`config.mk`:
```
export PLATFORM = sky130hd
export DESIGN_NAME = lc3b_pipe_stage
export DESIGN_NICKNAME = d
export VERILOG_FILES = /design/src/rtl/lc3b_pipe_stage_pkg.sv /design/src/rtl/lc3b_sat_counter.sv /design/src/rtl/lc3b_pipe_stage.sv
export SDC_FILE = /design/constraint.sdc
export NUM_CORES = 1
export LEC_CHECK = 0
export BUFFER_PORTS_ARGS = -buffer_cell sky130_fd_sc_hd__buf_2
export CAP_MARGIN = 20
export CORE_ASPECT_RATIO = 1.2
export CORE_MARGIN = 5
export CORE_UTILIZATION = 39
export CTS_BUF_LIST = sky130_fd_sc_hd__clkbuf_8 sky130_fd_sc_hd__clkbuf_16
export CTS_CLUSTER_DIAMETER = 120
export DETAILED_ROUTE_END_ITERATION = 12
export SLEW_MARGIN = 10
export SYNTH_ARGS = -nofsm -noshare
export SYNTH_HDL_FRONTEND = slang
export SYNTH_SLANG_ARGS = --single-unit
```
`constraint.sdc`:
```
create_clock -name clk -period 4.4 [get_ports clk]
set_input_delay 0.22 -clock clk [delete_from_list [all_inputs] [get_ports clk]]
set_output_delay 0.22 -clock clk [all_outputs]
set_load 0.005 [all_outputs]
```
`src/rtl/lc3b_pipe_stage_pkg.sv`:
```
// Shared LC-3b pipeline types: stage-register state encoding and packed per-stage payloads.
// A stage register carrying one of these payloads uses DATA_WIDTH = $bits(<payload struct>).
package lc3b_pipe_stage_pkg;

  // Encoding is {skid_v, main_v}; 2'b10 is unreachable.
  typedef enum logic [1:0] {
    EMPTY = 2'b00,
    ONE   = 2'b01,
    FULL  = 2'b11
  } lc3b_pipe_state;

  typedef logic [15:0] lc3b_word;
  typedef logic [2:0]  lc3b_reg;

  typedef struct packed {
    logic [3:0] opcode;
    logic [3:0] aluop;
    logic       load_regfile;
    logic       load_cc;
    logic       mem_read;
    logic       mem_write;
    logic [1:0] pcmux_sel;
    logic [1:0] regfilemux_sel;
  } lc3b_control_word_t;

  typedef struct packed {
    lc3b_word pc;
    lc3b_word ir;
  } lc3b_if_id_t;

  typedef struct packed {
    lc3b_control_word_t control;
    lc3b_word           pc;
    lc3b_word           sr1;
    lc3b_word           sr2;
    lc3b_word           imm;
    lc3b_reg            dest;
  } lc3b_id_ex_t;

  typedef struct packed {
    lc3b_control_word_t control;
    lc3b_word           pc;
    lc3b_word           alu_out;
    lc3b_word           branch_address;
    lc3b_word           sr2;
    lc3b_reg            dest;
  } lc3b_ex_mem_t;

  typedef struct packed {
    lc3b_control_word_t control;
    lc3b_word           pc;
    lc3b_word           alu_out;
    lc3b_word           mem_out;
    lc3b_word           branch_address;
    lc3b_word           sr2;
    lc3b_reg            dest;
  } lc3b_mem_wb_t;

  localparam int LC3B_IF_ID_WIDTH  = $bits(lc3b_if_id_t);
  localparam int LC3B_ID_EX_WIDTH  = $bits(lc3b_id_ex_t);
  localparam int LC3B_EX_MEM_WIDTH = $bits(lc3b_ex_mem_t);
  localparam int LC3B_MEM_WB_WIDTH = $bits(lc3b_mem_wb_t);

endpackage

```
`src/rtl/lc3b_sat_counter.sv`:
```
// Saturating up-counter with synchronous active-high reset; sticks at all-ones.
module lc3b_sat_counter #(
  parameter int CNT_WIDTH = 16
) (
  input  logic                 clk,
  input  logic                 reset,
  input  logic                 inc,
  output logic [CNT_WIDTH-1:0] count
);

  localparam logic [CNT_WIDTH-1:0] CNT_ONE = CNT_WIDTH'(1);

  // NOTE: sequential state uses <= so every flop samples pre-edge values regardless of block order.
  always_ff @(posedge clk) begin
    if (reset) begin
      count <= '0;
    end else if (inc && (count != '1)) begin
      count <= count + CNT_ONE;
    end
  end

endmodule

```
`src/rtl/lc3b_pipe_stage.sv`:
```
// Elastic LC-3b pipeline-stage register: two-entry skid buffer with registered in_ready and flush.
// Optional stall/bubble performance counters are built when LC3B_PIPE_PERF_EN is defined.
module lc3b_pipe_stage
  import lc3b_pipe_stage_pkg::*;
#(
  parameter int DATA_WIDTH     = 64,
  parameter bit CLEAR_ON_FLUSH = 1'b1,
  parameter int CNT_WIDTH      = 16
) (
  input  logic                  clk,
  input  logic                  reset,
  input  logic                  flush,
  input  logic                  in_valid,
  output logic                  in_ready,
  input  logic [DATA_WIDTH-1:0] in_data,
  output logic                  out_valid,
  input  logic                  out_ready,
  output logic [DATA_WIDTH-1:0] out_data
`ifdef LC3B_PIPE_PERF_EN
  ,
  output logic [CNT_WIDTH-1:0]  stall_cnt,
  output logic [CNT_WIDTH-1:0]  bubble_cnt
`endif
);

  logic                  main_v, skid_v, main_v_nxt, skid_v_nxt;
  logic [DATA_WIDTH-1:0] main_d, skid_d, main_d_nxt, skid_d_nxt;
  logic                  accept, drain;
  lc3b_pipe_state        state;

  assign state     = lc3b_pipe_state'({skid_v, main_v});
  assign in_ready  = ~skid_v;
  assign out_valid = main_v;
  assign out_data  = main_d;
  assign accept    = in_valid & in_ready;
  assign drain     = main_v & out_ready;

  // NOTE: every output of this block gets a default first, so no path can infer a latch.
  always_comb begin
    main_v_nxt = main_v;
    skid_v_nxt = skid_v;
    main_d_nxt = main_d;
    skid_d_nxt = skid_d;
    if (flush) begin
      main_v_nxt = 1'b0;
      skid_v_nxt = 1'b0;
      if (CLEAR_ON_FLUSH) begin
        main_d_nxt = '0;
        skid_d_nxt = '0;
      end
    end else begin
      case (state)
        ONE: begin
          if (accept && drain) begin
            main_d_nxt = in_data;
          end else if (accept) begin
            skid_v_nxt = 1'b1;
            skid_d_nxt = in_data;
          end else if (drain) begin
            main_v_nxt = 1'b0;
          end
        end
        FULL: begin
          if (drain) begin
            skid_v_nxt = 1'b0;
            main_d_nxt = skid_d;
          end
        end
        default: begin
          // EMPTY; the unreachable 2'b10 also lands here and recovers as EMPTY.
          skid_v_nxt = 1'b0;
          main_v_nxt = accept;
          if (accept) main_d_nxt = in_data;
        end
      endcase
    end
  end

  // NOTE: the payload registers are reset too, so out_data reads zero straight after reset.
  always_ff @(posedge clk) begin
    if (reset) begin
      main_v <= 1'b0;
      skid_v <= 1'b0;
      main_d <= '0;
      skid_d <= '0;
    end else begin
      main_v <= main_v_nxt;
      skid_v <= skid_v_nxt;
      main_d <= main_d_nxt;
      skid_d <= skid_d_nxt;
    end
  end

`ifdef LC3B_PIPE_PERF_EN
  lc3b_sat_counter #(.CNT_WIDTH(CNT_WIDTH)) u_stall_cnt (
    .clk   (clk),
    .reset (reset),
    .inc   (main_v & ~out_ready),
    .count (stall_cnt)
  );

  lc3b_sat_counter #(.CNT_WIDTH(CNT_WIDTH)) u_bubble_cnt (
    .clk   (clk),
    .reset (reset),
    .inc   (~main_v),
    .count (bubble_cnt)
  );
`else
  logic unused_cnt_width;
  assign unused_cnt_width = ^CNT_WIDTH;
`endif

endmodule

```
==> flow_summary.ini, run 1 <==
[outcome]
status = completed

[grt]
grt_pass1_wl_mm = 20.44
grt_max_degree = 69
overflow = 0
first_global_vias = 3968
antenna_found_initial = 1
grtUsageTotal_pct = 17.05

[placed_design]
io_buffers = 134
place.gp.congestion = 0.7377
dpl.hpwl_mm = 8.145
dp_cells = 769

[detailed_routing]
viasPerCell = 5.049
vias = 4059
drt_pass1_iterations = 5
ant_nets = 0
wl_mm = 12.69
dr.first_iter.drc_count = 210
drc = 0
avgRoutedWirePerCell_um = 15.78

[yosys]
synthCells = 507
syn_area_um2 = 4982
yosysWarnings = 0
ys_seq_area_share_pct = 52.24
synth.net_count = 576
ys_seq_elements = 130
avgSynthCellArea_um2 = 9.827
synth_cell_type_count = 22

[floorplan]
die_h_um = 133.8
coreArea_um2 = 12610
fp.dieW_um = 113.2
ios = 135
die_area_um2 = 15150
start_util_pct = 39.50
num_rows = 45

[sta]
slew_headroom_pct = 49.47
max_freq_mhz = 460.5
rsz0062_at_grt = false
final_period_minus_worst_setup_slack_ps = 2171
skew_ps = 11.43
maxSlewViolCount = 0
finalCritPeriodShare_pct = 49.35
setup_viol = 0
hold_viol = 0
worst_hold_slack_ps = 53.34
finalSetupTns_ps = 0
worst_pin_slew_ps = 757.9

[clocking]
cts_setup_buffers = 0
postCtsHoldBufs = 0
ctsHtreeMaxLevel = 4
cts_tree = built
clk_path_buf_depth = 2
clkSinkCount = 130
clk_latency_ps = 420
clkTransAtPathRegs_ps = 60
cts_resized = 0
numCtsBuffers = 17
root_buffer = clkbuf_16

[pwr]
internal_power_w = 0.002241
swShare_pct = 21.51
power.share.clock_pct = 52.2
power_density_nw_per_um2 = 445.8
peakVddDrop_mv = 0.2099
leakagePower_nw = 2.936
switchingPower_w = 0.0006143
seqPwrFrac_pct = 42.6
p_comb_share_pct = 5.2

[cells_and_area]
diodes = 0
syn_to_final_growth_pct = 28.58
final_cell_mix = buf_2, dfxtp_1, nand2_1
final_common_cell = buf_2
fin_cells = 804
drive_gt1_share_pct = 29.06
nNetsFinal = 696

[setup_path]
cp_max_fo = 26
startpoint_type = flop
cp.required_ps = 4740
critical_path_arrival_ps = 2510
cp-end-kind = flop
path_class = flop to flop

[flow_run]
drv_cap = 0

[worst_hold_path]
hp-class = input port to flop
cell families after synthesis:
group / Yosys count / share of synthesized area, %
AND/OR/NAND/NOR: 137 / 10.85
AO/OA/AOI/OAI: 131 / 18.83
flip-flops: 130 / 52.24
multiplexers: 65 / 13.16
buffers and inverters: 44 / 4.922
metrics by stage:
stage,utilization (%),setup WS (ps),cell area (um2),power (W)
floorplan,-,3023,4982,0.001310
global placement,45.21,1750,5702,0.001386
detailed placement,45.21,1702,5702,0.001389
CTS,50.26,1870,6339,0.002891
global route,50.79,2109,6406,0.002964
finish,50.79,2229,6406,0.002856
registers in the layout, indices dropped and copies added, names as in the netlist:
name	cells
skid_v	1
out_data	64
out_valid	1
skid_d	64
synth_stat cells:
master / count / area share (%)
dfxtp_1: 130 / 52
nand2_1: 129 / 9.7
a21oi_1: 65 / 6.5
mux2i_1: 64 / 13
o2bb2ai_1: 59 / 10
buf_2: 22 / 2.2
clkbuf_1: 12 / 0.90
buf_6: 7 / 1.6
o2bb2ai_2: 5 / 1.5
inv_1: 2 / 0.15
a21oi_4: 1 / 0.33
buf_1: 1 / 0.075
mux2_4: 1 / 0.30
nand2_2: 1 / 0.13
nand2b_1: 1 / 0.13
nand3b_1: 1 / 0.15
nand4bb_1: 1 / 0.23
nor2_1: 1 / 0.075
nor3_1: 1 / 0.10
nor4bb_1: 1 / 0.20
o21ai_0: 1 / 0.10
or2_0: 1 / 0.13
layer usage:
| layer | vias up | wire length (um) | track usage, % |
|---|---|---|---|
| met3 | 18 | 754 | 5.370 |
| met2 | 117 | 6294 | 28.29 |
| met5 | - | 13 | 0 |
| met1 | 1906 | 5425 | 20.60 |
| li1 | 2016 | - | - |
| met4 | 2 | 204 | 6.546 |
final cells by class:
| class | instances | area [um2] |
|---|---|---|
| inverter | 2 | 7.507 |
| multi-input combinational | 333 | 2171 |
| clock inverter | 13 | 183.9 |
| tap | 164 | 205.2 |
| fill | 1168 | 6206 |
| clock buffer | 19 | 452.9 |
| sequential | 130 | 2603 |
| timing repair buffer | 143 | 783.3 |
worst paths after layout:
path                                               from                        end  slack [ps]  cells past startpoint
worst min-delay path                        in_data[14]    skid_d[14]$_SDFFE_PP0P_          50                      3
worst max register to register      skid_v$_SDFFE_PP0P_  out_data[21]$_SDFFE_PP0P_        2230                      5
worst max-delay path                skid_v$_SDFFE_PP0P_  out_data[21]$_SDFFE_PP0P_        2230                      5
worst min register to register  skid_d[14]$_SDFFE_PP0P_    skid_d[14]$_SDFFE_PP0P_         450                      2
power by group through the flow:
stage / Sequential [W] / Clock, W / Combinational, W
after floorplan: 0.00124 / 0 / 0.0000698
after global placement: 0.00124 / 0 / 0.000145
after detailed placement: 0.00124 / 0 / 0.000148
after CTS: 0.00122 / 0.00153 / 0.000148
after global routing: 0.00122 / 0.00158 / 0.000165
final: 0.00122 / 0.00149 / 0.000149
worst max-delay path, stage by stage, from the launching register on:
cell	delay, ps
dfxtp_1	530
mux2_4	360
a21oi_4	470
buf_16	250
buf_4	320
o2bb2ai_1	150
Note: power is estimated with default switching activity, not from simulation.
==> run 2: changes to the inputs <==
- clock period: 4.4 -> 1.79 ns (I/O delays scaled with it)
==> run 2 against run 1 <==
  * Non-clock buffer count rose by 69
  * Maximum frequency grew 33%
  * Highest routed layer is now met4
  * Die area is the same
==> flow_summary.ini, run 2 (synthesis gave the netlist of run 1 again) <==
[setup_path]
startpoint = skid_v$_SDFFE_PP0P_
r2r_setup_slack_ps = 160
critical_path_arrival_ps = 1970
rr_endpoint = out_data[10]$_SDFFE_PP0P_
cp-end-kind = flop
cp.required_ps = 2130
r2r_cells = 4
cp_max_fo = 53
worstReg2RegStart = skid_v$_SDFFE_PP0P_
startpoint_type = flop
path_class = flop to flop
cp-endpoint = out_data[10]$_SDFFE_PP0P_

[pwr]
switchingPower_w = 0.001496
internal_power_w = 0.005630
power.share.clock_pct = 51.2
swShare_pct = 20.99
peakVddDrop_mv = 0.5616
power_density_nw_per_um2 = 1004
leakagePower_nw = 3.252
p_comb_share_pct = 6.8
seqPwrFrac_pct = 42.0

[sta]
maxSlewViolCount = 0
worst_pin_slew_ps = 502.8
finalSetupTns_ps = 0
fin_ws_ps = 160.2
rsz0062_at_grt = false
hold_viol = 0
slew_headroom_pct = 66.48
worst_hold_slack_ps = 115.1
skew_ps = 6.752
finalCritPeriodShare_pct = 91.05
max_freq_mhz = 613.6
setup_viol = 0
final_period_minus_worst_setup_slack_ps = 1630

[clocking]
clkSinkCount = 130
cts_setup_buffers = 0
numCtsBuffers = 17
cts_resized = 0
postCtsHoldBufs = 65
clk_path_buf_depth = 2
clkTransAtPathRegs_ps = 50
ctsHtreeMaxLevel = 4
cts_tree = built
clk_latency_ps = 410
root_buffer = clkbuf_16

[cells_and_area]
multiInputGateArea_um2 = 2171
syn_to_final_growth_pct = 42.47
diodes = 0
fillers = 1138
final_common_cell = buf_2
seq_area_um2 = 2603
drive_gt1_share_pct = 26.38
final_cell_mix = buf_2, dfxtp_1, nand2_1
nNetsFinal = 765

[detailed_routing]
avgRoutedWirePerCell_um = 15.73
dr.first_iter.drc_count = 208
wl_mm = 13.73
vias = 4350
ant_nets = 0
drt_pass1_iterations = 4
drc = 0
viasPerCell = 4.983

[placed_design]
place.gp.congestion = 0.7370
io_buffers = 134
dpl.hpwl_mm = 8.478
preCtsSetupSlack_ps = 177.1

[outcome]
status = completed

[floorplan]
coreArea_um2 = 12610
die_area_um2 = 15150
fp.dieW_um = 113.2
die_h_um = 133.8
start_util_pct = 39.50
ios = 135
num_rows = 45

[grt]
grt_max_degree = 54
overflow = 0
first_global_vias = 4454
antenna_found_initial = 0
grtUsageTotal_pct = 18.44
grt_pass1_wl_mm = 22.38

[worst_hold_path]
hp-class = input port to flop
hold_path_depth = 4

[flow_run]
drv_cap = 0
[run 2: cell count changes in the layout (fill, tap and decap cells not counted)]
cell	change
dlygate4sd3_1	+65
buf_12	+3
clkinvlp_4	-3
inv_1	+3
buf_4	+2
buf_16	-1
clkbuf_8	+1
clkinv_4	-1
[run 2: power groups by stage]
| stage | Combinational, W | Sequential (W) | Clock (W) |
|---|---|---|---|
| 5_1_grt | 0.000532 | 0.00299 | 0.00388 |
| 3_3_place_gp | 0.000368 | 0.00305 | 0 |
| 2_1_floorplan | 0.000172 | 0.00305 | 0 |
| 3_5_place_dp | 0.000377 | 0.00305 | 0 |
| 6_report | 0.000485 | 0.00299 | 0.00365 |
| 4_1_cts | 0.000487 | 0.00299 | 0.00375 |
[run 2: metrics by stage]
stage / power (W) / util, % / cells / cell area (um2)
finish: 0.007125 / 56.28 / 873 / 7098
global route: 0.007408 / 56.28 / 873 / 7098
CTS: 0.007221 / 56.28 / 873 / 7098
detailed placement: 0.003426 / 46.12 / 776 / 5817
global placement: 0.003418 / 46.12 / 776 / 5817
floorplan: 0.003219 / - / 507 / 4982
[run 2: how the worst min path moves through the flow]
| stage | to | start |
|---|---|---|
| after global placement | skid_d[12]$_SDFFE_PP0P_ | in_data[12] |
| after floorplan | skid_d[0]$_SDFFE_PP0P_ | in_data[0] |
| after detailed placement | skid_d[9]$_SDFFE_PP0P_ | in_data[9] |
| final | out_valid$_SDFFE_PP0P_ | out_ready |
| after CTS | out_valid$_SDFFE_PP0P_ | out_ready |
| after global routing | skid_v$_SDFFE_PP0P_ | out_ready |
[run 2: cell type report]
type / count / share of cell area [%]
clock inverters: 12 / 2.309
flip-flops and latches: 130 / 36.66
well taps: 164 / 2.891
inverters: 2 / 0.1058
multi-input cells: 333 / 30.58
repair buffers: 212 / 20.87
clock buffers: 20 / 6.575
[run 2: worst max-delay path, stage by stage, from the launching register on]
cell	delay [ps]
dfxtp_1	530
mux2_4	360
a21oi_4	190
buf_12	300
o2bb2ai_1	150
[run 2: layer usage]
| metal | vias up | track usage [%] | wire [um] |
|---|---|---|---|
| li1 | 2161 | - | - |
| met3 | 23 | 5.009 | 726 |
| met4 | 0 | 8.417 | 328 |
| met2 | 108 | 30.67 | 6697 |
| met5 | - | 0 | 0 |
| met1 | 2058 | 22.16 | 5978 |
